### src/rtl/rom_pkg.sv
// ---------------------------------------------------------------------------
// rom_pkg
// Shared definitions for the rom_simple burst reader slice:
//   - default width localparams for the data, address and burst-length fields
//   - the reader FSM state enum
// ---------------------------------------------------------------------------
package rom_pkg;

   localparam int unsigned ROM_DATA_WIDTH_DEF = 8;
   localparam int unsigned ROM_ADDR_WIDTH_DEF = 8;
   localparam int unsigned ROM_LEN_WIDTH_DEF  = 8;

   typedef enum logic [0:0] {
      ROM_RD_IDLE = 1'b0,
      ROM_RD_RUN  = 1'b1
   } rom_rd_state_e;

endpackage

### src/rtl/rom_out_reg.sv
// ---------------------------------------------------------------------------
// rom_out_reg
// One-entry registered output stage with valid/ready handshake.
//   clk      in   rising-edge clock
//   rst      in   synchronous active-high reset
//   i_load   in   capture i_data/i_last this cycle (only asserted when o_free)
//   i_data   in   word to capture
//   i_last   in   last-beat marker to capture
//   i_ready  in   downstream consumer accepts the held word
//   o_valid  out  held word is valid
//   o_data   out  held word
//   o_last   out  held last-beat marker
//   o_free   out  register may be loaded this cycle (empty or draining)
// ---------------------------------------------------------------------------
module rom_out_reg
   import rom_pkg::*;
#(
   parameter int unsigned DATA_WIDTH = ROM_DATA_WIDTH_DEF
) (
   input  logic                  clk,
   input  logic                  rst,
   input  logic                  i_load,
   input  logic [DATA_WIDTH-1:0] i_data,
   input  logic                  i_last,
   input  logic                  i_ready,
   output logic                  o_valid,
   output logic [DATA_WIDTH-1:0] o_data,
   output logic                  o_last,
   output logic                  o_free
);

   logic                  r_valid;
   logic [DATA_WIDTH-1:0] r_data;
   logic                  r_last;

   assign o_free  = !r_valid || i_ready;
   assign o_valid = r_valid;
   assign o_data  = r_data;
   assign o_last  = r_last;

   // Data/last only change on a load, so they stay stable while stalled.
   always_ff @(posedge clk) begin
      if (rst) begin
         r_valid <= 1'b0;
         r_data  <= '0;
         r_last  <= 1'b0;
      end else if (i_load) begin
         r_valid <= 1'b1;
         r_data  <= i_data;
         r_last  <= i_last;
      end else if (i_ready) begin
         r_valid <= 1'b0;
      end
   end

endmodule

### src/rtl/rom_burst_reader.sv
// ---------------------------------------------------------------------------
// rom_burst_reader
// Address sequencer for rom_simple. Accepts a burst request (start address,
// length-1), walks rom_addr sequentially (modulo 2^ADDR_WIDTH), registers the
// combinational ROM word and streams it out with valid/ready and a last flag.
// One word per cycle when the consumer does not stall.
//
// Ports:
//   clk, rst                 clock, synchronous active-high reset
//   req_valid/req_ready      burst request handshake (ready only in IDLE)
//   req_addr  [ADDR_WIDTH]   first word address
//   req_len   [LEN_WIDTH]    word count minus one
//   rom_addr  [ADDR_WIDTH]   address to rom_simple
//   rom_data  [DATA_WIDTH]   combinational data from rom_simple
//   out_valid/out_ready      output word handshake
//   out_data  [DATA_WIDTH]   ROM word
//   out_last                 final word of the burst
//   out_xsum  [DATA_WIDTH]   running XOR of the burst's words (optional)
//   busy                     high in RUN or while out_valid
//
// Optional feature macro: ROM_BURST_READER_CHECKSUM_EN adds out_xsum.
// ---------------------------------------------------------------------------
module rom_burst_reader
   import rom_pkg::*;
#(
   parameter int unsigned DATA_WIDTH = ROM_DATA_WIDTH_DEF,
   parameter int unsigned ADDR_WIDTH = ROM_ADDR_WIDTH_DEF,
   parameter int unsigned LEN_WIDTH  = ROM_LEN_WIDTH_DEF
) (
   input  logic                  clk,
   input  logic                  rst,
   input  logic                  req_valid,
   output logic                  req_ready,
   input  logic [ADDR_WIDTH-1:0] req_addr,
   input  logic [LEN_WIDTH-1:0]  req_len,
   output logic [ADDR_WIDTH-1:0] rom_addr,
   input  logic [DATA_WIDTH-1:0] rom_data,
   output logic                  out_valid,
   input  logic                  out_ready,
   output logic [DATA_WIDTH-1:0] out_data,
   output logic                  out_last,
`ifdef ROM_BURST_READER_CHECKSUM_EN
   output logic [DATA_WIDTH-1:0] out_xsum,
`endif
   output logic                  busy
);

   rom_rd_state_e         r_state;
   rom_rd_state_e         w_state_nxt;
   logic [ADDR_WIDTH-1:0] r_cur_addr;
   logic [LEN_WIDTH-1:0]  r_remaining;
   logic                  w_accept;
   logic                  w_load;
   logic                  w_free;
   logic                  w_last_beat;

   assign w_last_beat = (r_remaining == '0);
   assign rom_addr    = r_cur_addr;
   assign busy        = (r_state == ROM_RD_RUN) || out_valid;

   // ------------------------------------------------------------------
   // FSM
   // ------------------------------------------------------------------
   always_ff @(posedge clk) begin
      if (rst) begin
         r_state <= ROM_RD_IDLE;
      end else begin
         r_state <= w_state_nxt;
      end
   end

   always_comb begin
      w_state_nxt = r_state;
      w_accept    = 1'b0;
      w_load      = 1'b0;
      req_ready   = 1'b0;
      case (r_state)
         ROM_RD_IDLE: begin
            req_ready = 1'b1;
            if (req_valid) begin
               w_accept    = 1'b1;
               w_state_nxt = ROM_RD_RUN;
            end
         end
         ROM_RD_RUN: begin
            if (w_free) begin
               w_load = 1'b1;
               if (w_last_beat) begin
                  w_state_nxt = ROM_RD_IDLE;
               end
            end
         end
         default: begin
            w_state_nxt = ROM_RD_IDLE;
         end
      endcase
   end

   // ------------------------------------------------------------------
   // Address / length counters
   // ------------------------------------------------------------------
   // The last beat does not advance the address: rom_addr then keeps
   // showing the final word's address through IDLE, and the counter value
   // past the end of the burst is never observed anyway.
   always_ff @(posedge clk) begin
      if (rst) begin
         r_cur_addr  <= '0;
         r_remaining <= '0;
      end else if (w_accept) begin
         r_cur_addr  <= req_addr;
         r_remaining <= req_len;
      end else if (w_load && !w_last_beat) begin
         r_cur_addr  <= r_cur_addr + ADDR_WIDTH'(1);
         r_remaining <= r_remaining - LEN_WIDTH'(1);
      end
   end

   // ------------------------------------------------------------------
   // Output register
   // ------------------------------------------------------------------
   rom_out_reg #(
      .DATA_WIDTH (DATA_WIDTH)
   ) u_out_reg (
      .clk     (clk),
      .rst     (rst),
      .i_load  (w_load),
      .i_data  (rom_data),
      .i_last  (w_last_beat),
      .i_ready (out_ready),
      .o_valid (out_valid),
      .o_data  (out_data),
      .o_last  (out_last),
      .o_free  (w_free)
   );

`ifdef ROM_BURST_READER_CHECKSUM_EN
   // ------------------------------------------------------------------
   // Running XOR, updated in step with the output register load so it
   // always includes the word currently in out_data.
   // ------------------------------------------------------------------
   logic [DATA_WIDTH-1:0] r_xsum;

   always_ff @(posedge clk) begin
      if (rst) begin
         r_xsum <= '0;
      end else if (w_accept) begin
         r_xsum <= '0;
      end else if (w_load) begin
         r_xsum <= r_xsum ^ rom_data;
      end
   end

   assign out_xsum = r_xsum;
`endif

endmodule

### config.mk
export PLATFORM = sky130hd
export DESIGN_NAME = rom_burst_reader
export DESIGN_NICKNAME = d
export VERILOG_FILES = /design/src/rtl/rom_pkg.sv /design/src/rtl/rom_out_reg.sv /design/src/rtl/rom_burst_reader.sv
export SDC_FILE = /design/constraint.sdc
export NUM_CORES = 1
export LEC_CHECK = 0
export CAP_MARGIN = 40
export CORE_ASPECT_RATIO = 0.6
export CORE_UTILIZATION = 44
export DETAILED_ROUTE_END_ITERATION = 7
export PLACE_DENSITY = 0.79
export RECOVER_POWER = 25
export SLEW_MARGIN = 0
export SYNTH_ARGS = -nofsm -noshare
export SYNTH_HDL_FRONTEND = slang
export SYNTH_HIERARCHICAL = 1
export SYNTH_SLANG_ARGS = --single-unit
### constraint.sdc
create_clock -name clk -period 2 [get_ports clk]
set_input_delay 0.4 -clock clk [delete_from_list [all_inputs] [get_ports clk]]
set_output_delay 0.4 -clock clk [all_outputs]
set_load 0.03 [all_outputs]
==> flow_metrics.tcl <==
set metrics [dict create \
    vias 1394 \
    share_of_post_route_cells_with_drive_strength_above_1_pct 11.3 \
    synth.yosys.warnings 6 \
    vdd.ir_drop.worst_v 0.000410 \
    cp_data_required_time_ns 1.60 \
    final_net_count 244 \
    crit_path_start_kind "flip-flop" \
    seq_area_frac_synth_pct 40.1 \
    synth_fp_nets 188 \
    cts_tree "done" \
    cts_buffer_depth 2 \
    worst_r2r_endpoint "rom_addr[0]" \
    max_slew_margin_pct 51.6 \
    timing.fmax_ghz 0.517 \
    grt_remaining_overflow 0 \
    post_synth_num_cell_types 35 \
    worst_slew_pin_slew_ns 0.719 \
    worst-r2r-cell-count 5 \
    worstSkewPairLatency_ns 0.28 \
    chipWidth_um 73.5 \
    totalWireLength_um 3860 \
    postRouteAntennaNets 0 \
    synth-seq-cells 27 \
    detailed_place_hpwl_um 3040 \
    synth-edff-count 0 \
    numPortBuffers 47 \
    fp-row-count 15 \
    start_util_pct 46.7 \
    antenna_diode_count 0 \
    post_synth.cell_area_avg_sq_um 8.59 \
    grt_setup_unrepaired "false" \
    crit_fanout 9 \
    drt_first_pass_iters 4 \
    clk_pin_slew_worst_paths_ns 0.09 \
    cts_max_level 1 \
    number_of_global_route_vias_before_repair 1247 \
    final.period_utilization_pct 96.8 \
    global_route.usage.total_pct 25.1 \
    postCtsSetupRepairBufs 0 \
    signed_area_change_from_the_synthesized_netlist_to_the_final_layout_pct 46.9 \
    io_pins 48 \
    cellPowerDensity_mw_per_mm2 773 \
    worst_case_register_to_register_setup_slack_ns 0.10 \
    die_h_um 44.9 \
    regToRegStartpoint "r_remaining[2]" \
    worst_hold_path_type "flip-flop to flip-flop" \
    grt_max_degree 16 \
    post-route-drc-count 0 \
    cellLeakagePower_uw 0.000757 \
    clock_skew_ns 0.00369 \
    num-fill-cells 244 \
    report.final.slew_viol_count 0 \
    timing.final.crit_period_ns 1.94 \
    grt_first_pass_wirelength_um 6130 \
    cts_buffers 3 \
    syn-cell-area_sq_mm 0.00135 \
    worst_setup_ep "busy" \
    die_area_sq_mm 0.00330 \
    area_of_all_placed_cells_without_fillers_sq_mm 0.00198 \
    clk_root_buffer_cell "sky130_fd_sc_hd__clkbuf_8" \
    detail_route.iter0.violations 137 \
    gp_routability_congestion 0.956 \
    worst_ep_arrival_time_ns 1.54 \
    avgRoutedWirePerCell_um 15.2 \
    post_synth_inst_count 157 \
    antenna_found_initial 0 \
    holdBufCountCts 0 \
    cts_sinks 27 \
    final-seq-area_sq_um 542 \
    worstSetupStartpoint "r_state" \
    synthArstFlopShare_pct 0 \
    status "finished, final reports clean" \
    synth_top_flop_cell "sky130_fd_sc_hd__dfxtp_1" \
    tns_ns 0 \
    timing_worst_setup_path_type "flip-flop to output pin" \
    via_to_cell_ratio 5.49 \
    endpoint_type_of_the_worst_setup_path "output pin" \
    core-area_sq_mm 0.00289 \
    multi_input_area_sq_um 751 \
    setup-violations-final 0 \
    hold_violations 0 \
    maxCapViolations 0 \
    place_area_sq_mm 0.00193 \
]
cell type report:
cell class              instances  share of cell area, %
multi-input cells             115                   37.9
repair buffers                 61                   28.9
flip-flops and latches         27                   27.3
well taps                      42                   2.65
clock buffers                   3                   2.08
inverters                       5                  0.947
clock inverters                 1                  0.253
report_power, final:
| part | leakage [uW] | switching (uW) | internal, uW | total [uW] |
|---|---|---|---|---|
| clock network | 0.0000255 | 173 | 140 | 313 |
| logic | 0.000508 | 297 | 266 | 563 |
| registers | 0.000223 | 61.2 | 595 | 656 |
| total | 0.000757 | 531 | 1000 | 1530 |
worst min-delay path by stage:
stage	slack, ns	start	end	cells past startpoint
2_1_floorplan	0.49	r_remaining[7]	r_remaining[7]	2
3_3_place_gp	0.48	u_out_reg/o_data[5]	u_out_reg/o_data[5]	2
3_5_place_dp	0.49	u_out_reg/o_data[7]	u_out_reg/o_data[7]	2
4_1_cts	0.51	u_out_reg/o_data[7]	u_out_reg/o_data[7]	2
5_1_grt	0.54	u_out_reg/o_data[7]	u_out_reg/o_data[7]	2
6_report	0.50	u_out_reg/o_data[7]	u_out_reg/o_data[7]	2
metal layers:
metal	routed length [um]	GRT usage, %
met2	1740	38.0
met5	0	0
met3	304	6.47
met4	31	6.15
met1	1780	36.0
registers in the layout (all words and copies together), names as in the netlist:
register	flops
r_remaining	8
r_state	1
u_out_reg/o_last	1
rom_addr	8
u_out_reg/o_valid	1
u_out_reg/o_data	8
kinds of logic (layout without fill, tap and decap cells):
family / after synthesis / in the layout / synth area share (%)
xor gates and xnor gates: 8 / 8 / 5.20
AOI/OAI and AO/OA: 29 / 29 / 15.3
and+or+nand+nor: 65 / 65 / 24.3
buffers and inverters: 15 / 70 / 4.92
DFF: 27 / 27 / 40.1
muxes: 10 / 10 / 7.42
adders and majority gates: 3 / 3 / 2.78
Yosys cell counts (all sizes together), types with 2 or more instances:
cell    instances  area, sq um
o211ai          4         30.0
and4            2         17.5
buf             3         18.8
nand4b          3         26.3
nor3            3         15.0
clkbuf          7         28.8
mux2i          10          100
nand2           9         33.8
a211oi         11         82.6
nor2           26         97.6
inv             5         18.8
nor4            4         25.0
a21oi           6         30.0
a31oi           3         18.8
and3            2         12.5
ha              3         37.5
or4             2         15.0
nand2b          2         12.5
xor2            3         26.3
nand3           6         30.0
dfxtp          27          541
xnor2           5         43.8
worst max-delay path: stages, from the launching register on:
cell and delay, ns:
sky130_fd_sc_hd__dfxtp_2 0.37, sky130_fd_sc_hd__or2_2 0.30, sky130_fd_sc_hd__clkdlybuf4s50_1 0.59
cells in the final DEF, fill, tap and decap left out, types with 2 or more instances in the layout:
cell type and count:
sky130_fd_sc_hd__nor4_1 4, sky130_fd_sc_hd__a21oi_1 6, sky130_fd_sc_hd__ha_1 3, sky130_fd_sc_hd__inv_1 5, sky130_fd_sc_hd__nor3_1 3, sky130_fd_sc_hd__mux2i_1 10
sky130_fd_sc_hd__a211oi_1 11, sky130_fd_sc_hd__nand4b_1 3, sky130_fd_sc_hd__and3_1 2, sky130_fd_sc_hd__nor2_1 26, sky130_fd_sc_hd__nand3_1 6, sky130_fd_sc_hd__xor2_1 3
sky130_fd_sc_hd__dfxtp_1 26, sky130_fd_sc_hd__a31oi_1 3, sky130_fd_sc_hd__xnor2_1 5, sky130_fd_sc_hd__and4_1 2, sky130_fd_sc_hd__clkdlybuf4s50_1 46, sky130_fd_sc_hd__o211ai_1 4
sky130_fd_sc_hd__nand2_1 9, sky130_fd_sc_hd__buf_4 13, sky130_fd_sc_hd__nand2b_1 2, sky130_fd_sc_hd__clkbuf_8 3
metrics by stage:
step	utilization, %	setup WS, ns	instances	hold WS (ns)	total power (uW)
finish	68.6	0.0640	254	0.502	1530
CTS	68.5	0.0283	254	0.507	1530
detailed placement	66.8	-0.0839	250	0.485	1210
global route	68.6	0.0134	254	0.536	1620
global placement	66.8	0.00117	250	0.476	1190
floorplan	-	0.313	157	0.487	970
repair_timing:
item	4_1_cts	5_1_grt
endpoints found under the setup margin	3	2
resized for setup	1	2
cloned	0	0
pin swaps	0	0
(Power assumes the default switching activity.)
